<file path="src/rtl/jtag_sram_hold_responder.sv">
// SRAM-side responder for the JTAG HOLD/HLDA handshake: stalls the CPU at a bus-cycle boundary,
// hands the SRAM bus to JTAG and times writes. Optional feature macro: JTAG_FORCE_GRANT_EN.
module jtag_sram_hold_responder #(
  parameter int unsigned WR_CYCLES    = 2,
  parameter int unsigned SYNC_TIMEOUT = 255
) (
  input  logic        clk24,
  input  logic        reset_n,
  input  logic        iHOLD,
  output logic        oHLDA,
  input  logic        iCPU_SYNC,
  output logic        oCPU_READY,
  input  logic [17:0] iCPU_ADDR,
  input  logic [15:0] iCPU_DATA,
  input  logic        iCPU_WE_N,
  input  logic [17:0] iJTAG_ADDR,
  input  logic [15:0] iJTAG_DATA,
  input  logic        iJTAG_WR_N,
  input  logic        iJTAG_SELECT,
  output logic [15:0] oJTAG_DATA_TO_HOST,
  output logic [17:0] oSRAM_ADDR,
  output logic [15:0] oSRAM_DQ_OUT,
  output logic        oSRAM_DQ_OE,
  output logic        oSRAM_WE_N,
  input  logic [15:0] iSRAM_DQ_IN
);

  typedef enum logic [2:0] {
    StIdle, StWaitSync, StGranted, StWrSetup, StWrPulse, StWrHold, StRelease
  } stateT;

  localparam logic [3:0] PulseLast = 4'(WR_CYCLES - 1);

  stateT       stateQ, stateD;
  logic        holdQ;
  logic        wrReq, wrReqQ, wrFallQ;
  logic [3:0]  pulseCntQ, pulseCntD;
  logic        latchEn;
  logic [17:0] latchAddrQ;
  logic [15:0] latchDataQ;
  logic [15:0] hostDataQ;
  logic        forceGrant;

  // A deselected decoder never requests a write, whatever WR_N does.
  assign wrReq = iJTAG_WR_N | ~iJTAG_SELECT;

  always_ff @(posedge clk24) begin
    if (!reset_n) begin
      stateQ     <= StIdle;
      holdQ      <= 1'b0;
      wrReqQ     <= 1'b1;
      wrFallQ    <= 1'b0;
      pulseCntQ  <= '0;
      latchAddrQ <= '0;
      latchDataQ <= '0;
      hostDataQ  <= '0;
    end else begin
      stateQ    <= stateD;
      holdQ     <= iHOLD;
      wrReqQ    <= wrReq;
      wrFallQ   <= wrReqQ & ~wrReq;
      pulseCntQ <= pulseCntD;
      if (stateQ == StGranted) hostDataQ <= iSRAM_DQ_IN;
      if (latchEn) begin
        latchAddrQ <= iJTAG_ADDR;
        latchDataQ <= iJTAG_DATA;
      end
    end
  end

`ifdef JTAG_FORCE_GRANT_EN
  localparam logic [7:0] TimeoutLast = 8'(SYNC_TIMEOUT - 1);
  logic [7:0] syncCntQ;

  always_ff @(posedge clk24) begin
    if (!reset_n || stateQ != StWaitSync) syncCntQ <= '0;
    else if (syncCntQ != TimeoutLast)     syncCntQ <= syncCntQ + 8'd1;
  end

  // Covers a halted CPU that never reaches a bus-cycle boundary.
  assign forceGrant = (stateQ == StWaitSync) && (syncCntQ == TimeoutLast);
`else
  logic unusedSyncTimeout;
  assign unusedSyncTimeout = ^SYNC_TIMEOUT;
  assign forceGrant        = 1'b0;
`endif

  always_comb begin
    stateD    = stateQ;
    pulseCntD = pulseCntQ;
    latchEn   = 1'b0;
    unique case (stateQ)
      StIdle:     if (holdQ) stateD = StWaitSync;
      StWaitSync: begin
        if (!holdQ)                       stateD = StIdle;
        else if (iCPU_SYNC || forceGrant) stateD = StGranted;
      end
      // A pending write wins over a HOLD drop; release follows once the write is done.
      StGranted: begin
        if (wrFallQ) begin
          stateD  = StWrSetup;
          latchEn = 1'b1;
        end else if (!holdQ) begin
          stateD = StRelease;
        end
      end
      StWrSetup: begin
        stateD    = StWrPulse;
        pulseCntD = '0;
      end
      StWrPulse: begin
        if (pulseCntQ == PulseLast) stateD = StWrHold;
        else                        pulseCntD = pulseCntQ + 4'd1;
      end
      StWrHold:  stateD = StGranted;
      StRelease: stateD = StIdle;
      default:   stateD = StIdle;
    endcase
  end

  always_comb begin
    oSRAM_ADDR   = iCPU_ADDR;
    oSRAM_DQ_OUT = iCPU_DATA;
    oSRAM_WE_N   = iCPU_WE_N;
    oSRAM_DQ_OE  = ~iCPU_WE_N;
    oHLDA        = 1'b0;
    oCPU_READY   = 1'b1;
    unique case (stateQ)
      StIdle, StWaitSync: begin
      end
      StGranted: begin
        oHLDA        = 1'b1;
        oCPU_READY   = 1'b0;
        oSRAM_ADDR   = iJTAG_ADDR;
        oSRAM_DQ_OUT = iJTAG_DATA;
        oSRAM_WE_N   = 1'b1;
        oSRAM_DQ_OE  = 1'b0;
      end
      StWrSetup, StWrPulse, StWrHold: begin
        oHLDA        = 1'b1;
        oCPU_READY   = 1'b0;
        oSRAM_ADDR   = latchAddrQ;
        oSRAM_DQ_OUT = latchDataQ;
        oSRAM_WE_N   = (stateQ != StWrPulse);
        oSRAM_DQ_OE  = 1'b1;
      end
      StRelease: oCPU_READY = 1'b0;
      default: begin
      end
    endcase
    // Reset takes the bus back to a safe, non-writing CPU view immediately.
    if (!reset_n) begin
      oSRAM_ADDR   = iCPU_ADDR;
      oSRAM_DQ_OUT = iCPU_DATA;
      oSRAM_WE_N   = 1'b1;
      oSRAM_DQ_OE  = 1'b0;
      oHLDA        = 1'b0;
      oCPU_READY   = 1'b1;
    end
  end

  assign oJTAG_DATA_TO_HOST = hostDataQ;

endmodule
</file>
<file path="config.mk">
export PLATFORM = sky130hd
export DESIGN_NAME = jtag_sram_hold_responder
export DESIGN_NICKNAME = d
export VERILOG_FILES = /design/src/rtl/jtag_sram_hold_responder.sv
export SDC_FILE = /design/constraint.sdc
export NUM_CORES = 1
export LEC_CHECK = 0
export CAP_MARGIN = 20
export CORE_ASPECT_RATIO = 1.2
export CORE_MARGIN = 3
export CORE_UTILIZATION = 45
export DETAILED_ROUTE_END_ITERATION = 8
export GPL_TIMING_DRIVEN = 0
export PLACE_DENSITY = 0.89
export SLEW_MARGIN = 20
export SYNTH_ARGS = -nofsm -noshare
export SYNTH_HDL_FRONTEND = slang
export SYNTH_SLANG_ARGS = --single-unit
export TNS_END_PERCENT = 100
</file>
<file path="constraint.sdc">
create_clock -name clk24 -period 3.1 [get_ports clk24]
set_input_delay 0.62 -clock clk24 [delete_from_list [all_inputs] [get_ports clk24]]
set_output_delay 0.62 -clock clk24 [all_outputs]
set_load 0.02 [all_outputs]
</file>
* Yosys cells after proc, flatten, opt, wreduce, memory -nomap -nowiden
Cells that the tools add are included.
** Storage, ports and cells
- Register bits :: 60
- Bits of input ports :: 91
- Output and inout bits :: 54
- Word-level logic and storage cells :: 57
** Cells by class
- Add/sub/neg operators :: 1
- Eq/ne operators :: 13
- Muxes and demuxes :: 23
- Bitwise logic cells :: 5
- Reduce and logical (&&, ||, !) cells :: 7
** Operator list (number)
- $pmux 18 s2 :: 1
- $pmux 16 s2 :: 1
- $mux 18 :: 1
- $mux 3 :: 6
- $pmux 3 s6 :: 1
- $mux 16 :: 1
- $eq 3x3->1 const B :: 3
- $ne 3x3->1 const B :: 3
- $mux 1 :: 8
- $pmux 4 s2 :: 1
- $eq 3x2->1 const B :: 2
- $ne 2x2->1 const B :: 3
- $reduce_or 5->1 :: 1
- $add 4x1->4 const B :: 1
- $eq 4x1->1 const B :: 1
- $mux 4 :: 1
- $pmux 1 s2 :: 2
- $reduce_and 4->1 :: 1
- $reduce_or 4->1 :: 1
- $eq 3x1->1 const B :: 1
- $logic_not 3->1 :: 1
- $not 1->1 :: 3
- $reduce_or 3->1 :: 1
- $reduce_and 2->1 :: 1
- other kinds (3) :: 3

* Logic depth before layout (Yosys ltp)
- Word-level depth :: 4
- Mapped depth :: 6
- Depth with buffers taken out :: 6

* Least setup slack after synthesis
No wires, ideal clock.
- Path kind :: input to output
- Start :: input port reset_n
- End :: output port oSRAM_ADDR[0]
- Arrival :: 1.429 ns
- Data required time :: 2.480 ns
- Setup slack :: 1.051 ns
- Cell stages on the path :: 3
- Path buffers :: 2
- Path through :: clkbuf_1 > clkbuf_1 > a22o_1
** On the way
- Cells in the longest elaborated chain, start to end :: 1
** RTL lines
- start: declaration :: RTL line 8 : input logic reset_n,
- $mux 18 :: RTL line 152 : if (!reset_n) begin
- end: declaration :: RTL line 21 : output logic [17:0] oSRAM_ADDR,
No other way between the ends.

* Final worst setup path
- Start :: register stateQ[2]
- End :: output port oSRAM_ADDR[6]
** On the way
- Cells in the longest elaborated chain, start to end :: 4
- Elaborated cells on any way between the ends :: 7
- Classes of those cells :: eq/ne: 4; mux: 2; reduce/logical: 1
** RTL lines
- start: declaration :: RTL line 34 : stateT stateQ, stateD;
- start signal: assignment :: RTL line 49 : stateQ <= StIdle;
- start signal: assignment :: RTL line 58 : stateQ <= stateD;
- $eq 3x2->1 or $eq 3x3->1 (tied branches) :: RTL line 128 : unique case (stateQ)
- $reduce_or 3->1
- $pmux 18 s2 (*) :: RTL line 128
- $mux 18 (*) :: RTL line 152
Every way passes the cells marked *; elsewhere a longest branch is shown, timed or not.

==> run_results.csv <==
group,metric,value,unit
worst_setup_path,path_buf_inv,3,
sta,fin_crit_sh,97.4,%
clocking,numCtsBuffers,9,
global_routing,grt_overflow,0,
placement,port_buffers,144,
worst_setup_path,worstPathArrival,2.40,ns
clocking,clkTransAtPathRegs,0.06,ns
yosys,ys_async_sr_fraction,0,%
floorplanning,rows,33,
floorplanning,ios,145,
placement,post-place-cells,614,
floorplanning,die-area,8150,um2
worst_setup_path,crit_chain,"clkbuf_4 -> nor2b_2 -> o21ai_4 -> buf_4 -> a22o_1 -> clkdlybuf4s50_1",
sta,fmax,0.331,GHz
finish,n_fill_cell,533,
worst_setup_path,r2r_slack,1.36,ns
detailed_routing,drtIter0Drc,221,
min_path,hp-start,"wrReqQ$_SDFF_PN1_",
yosys,synth_cells,383,
global_routing,grt_pass1_vias,3431,
worst_setup_path,cp_top_family,"buffers and inverters",
worst_setup_path,cp.required,2.48,ns
finish,final_common_cell,"clkdlybuf4s50_1",
outcome,outcome,"completed",
global_routing,antenna_found_initial,0,
detailed_routing,wl_per_cell,15.9,um
clocking,clockBufferDepth,2,
sta,finalSetupViolations,0,
worst_setup_path,slowest_stage,"clkdlybuf4s50_1",
worst_setup_path,crit_fanout,10,
yosys,ys.flop_type,"dfxtp_1",
floorplanning,core-area,6850,um2
worst_setup_path,worstSetupPathType,"flip-flop to output port",
detailed_routing,drc,0,
worst_setup_path,worstSetupPathDepth,6,
finish,stdcell_count,630,
yosys,synth_fp_nets,477,
clocking,cts_tree,"done",
min_path,hold_path_class,"flip-flop to flip-flop",
clocking,cts_sinks,60,
sta,fin_crit,3.02,ns
clocking,holdBufCountCts,0,
worst_setup_path,max_stage_delay,0.60,ns
detailed_routing,wl,10.0,mm
clocking,insertion_delay,0.33,ns
finish,final_cell_mix,"clkdlybuf4s50_1, nand2_1, a22o_1",
min_path,whs_endpoint,"wrFallQ$_SDFF_PN0_",
sta,slew_headroom,67.2,%
clocking,cts_max_level,3,
yosys,synth_area,3190,um2
floorplanning,fp.dieH,98.3,um
sta,fin_skew,0.00684,ns
power,power.leakage,1.86,nW
global_routing,grt_pass1_wl,16.4,mm
worst_setup_path,r2r_start,"stateQ[1]$_SDFFE_PN0P_",
sta,tightest_slew,0.491,ns
power,power.density,369,nW/um2
clocking,root_buffer,"clkbuf_8",
detailed_routing,drt.antenna.violating_nets,0,
placement,hpwl,7.47,mm
global_routing,grt_use_total,24.4,%
finish,fin_util,72.9,%
min_path,holdPathStages,2,
sta,setup_tns,0,ns
finish,drive_gt1_share,9.02,%
worst_setup_path,rr_endpoint,"latchDataQ[13]$_SDFFE_PN0P_",
yosys,synth_edf_count,0,
sta,maxSlewViolCount,0,
yosys,ys_seq_area_share,37.6,%
yosys,yosysWarnings,0,
global_routing,grt_max_degree,11,
placement,place_congestion,0.860,
worst_setup_path,r2r_cells,6,
finish,nets,633,
finish,diodes,0,
power,ir_drop,0.245,mV
floorplanning,die_x,82.9,um
detailed_routing,vias,3460,
sta,hold_viol,0,
yosys,synth_area_per_cell,8.34,um2
run,maxCapViolCount,0,
yosys,synth_cell_type_count,39,
finish,syn2layout_area_growth,56.5,%
floorplanning,initial_core_util,46.6,%
worst_setup_path,critPathCaptureType,"output port",
detailed_routing,dr.pass1.iters,5,
detailed_routing,viasPerCell,5.49,
worst_setup_path,cp-start-kind,"flip-flop",
yosys,ys_seq_elements,60,
-- through the flow --
step                      hold slack (ns)  area [um2]  power (W)  setup WS, ns
after floorplan                     0.394        3190   0.000962          1.05
after global placement              0.408        4740    0.00118        -0.285
after detailed placement            0.405        4740    0.00118        -0.350
after CTS                           0.415        4950    0.00185      -0.00234
after global routing                0.435        5000    0.00191       -0.0261
final                               0.411        5000    0.00185        0.0799
-- logic make-up after synthesis --
group | Yosys count | share of synthesized area (%)
xor+xnor | 1 | 0.274
mux | 6 | 1.92
flops | 60 | 37.6
buf+inv | 40 | 5.72
fa+ha+maj | 3 | 1.18
simple gates | 141 | 19.3
compound gates | 132 | 34.0
-- routing by layer --
metal | routed length (um) | share of wire, % | vias up | global-route usage [%]
li1 | - | - | 1679 | -
met1 | 4000 | 40 | 1616 | 28.7
met2 | 5120 | 51 | 140 | 42.9
met3 | 626 | 6.2 | 25 | 5.65
met4 | 282 | 2.8 | 0 | 9.06
met5 | 0 | 0 | - | 0
-- state kept, by name, summed over array words and instances (netlist names) --
register            flops
latchAddrQ             18
latchDataQ             16
oJTAG_DATA_TO_HOST     16
pulseCntQ               4
stateQ                  3
holdQ                   1
wrFallQ                 1
wrReqQ                  1
-- layout make-up --
cell class              instances  area [um2]  area share (%)
inverters                       6        22.5           0.451
clock inverters                 2        35.0           0.701
well taps                      87         109            2.18
repair buffers                145        1460            29.1
plain buffers                  34         195            3.91
clock buffers                  13         149            2.98
multi-input cells             283        1830            36.6
flip-flops and latches         60        1200            24.0
-- worst reg2reg max path, stage by stage, from the launching register on --
cell and delay [ns]:
dfxtp_1 0.41, buf_4 0.21, nor2b_2 0.26, nand3_1 0.28, buf_2 0.29, nand2_1 0.09, a21boi_0 0.09
-- report_power, final --
group          internal, W  total (W)  switching [W]  leakage (nW)
Combinational     0.000225   0.000386       0.000161          1.29
Sequential        0.000780   0.000785     0.00000587         0.484
Clock             0.000389   0.000674       0.000285        0.0935
-- cell usage after synthesis (all sizes together) (2+ instances only) --
cell    instances  area (um2)
a21boi         51         383
a22o           66         578
and2            4        25.0
and3            2        12.5
buf            19         104
clkbuf         15        56.3
dfxtp          60        1200
ha              3        37.5
inv             6        22.5
mux2i           5        50.1
nand2         103         387
nand2b          2        12.5
nand3           5        25.0
nand3b          3        22.5
nor2            8        30.0
nor2b           3        18.8
nor3            2        10.0
nor3b           2        15.0
o21ai           7        38.8
o31ai           2        15.0
or3b            2        17.5
-- worst max path at each step --
stage | slack (ns) | startpoint | to
6_report | 0.08 | stateQ[2]$_SDFFE_PN0P_ | oSRAM_ADDR[6]
2_1_floorplan | 1.05 | reset_n | oSRAM_ADDR[0]
5_1_grt | -0.03 | stateQ[2]$_SDFFE_PN0P_ | oSRAM_ADDR[10]
3_3_place_gp | -0.29 | reset_n | oSRAM_DQ_OUT[6]
3_5_place_dp | -0.35 | reset_n | oSRAM_DQ_OUT[6]
4_1_cts | -0.002 | stateQ[0]$_SDFFE_PN0P_ | oSRAM_DQ_OUT[11]
-- repair_timing --
action,CTS,global route
gates resized for setup,16,20
pin swaps,0,1
endpoints found under the setup margin,38,32
hold endpoints to repair,0,0
cloned,0,0
setup buffers,0,1
Note: power is estimated with default switching activity, not from simulation.
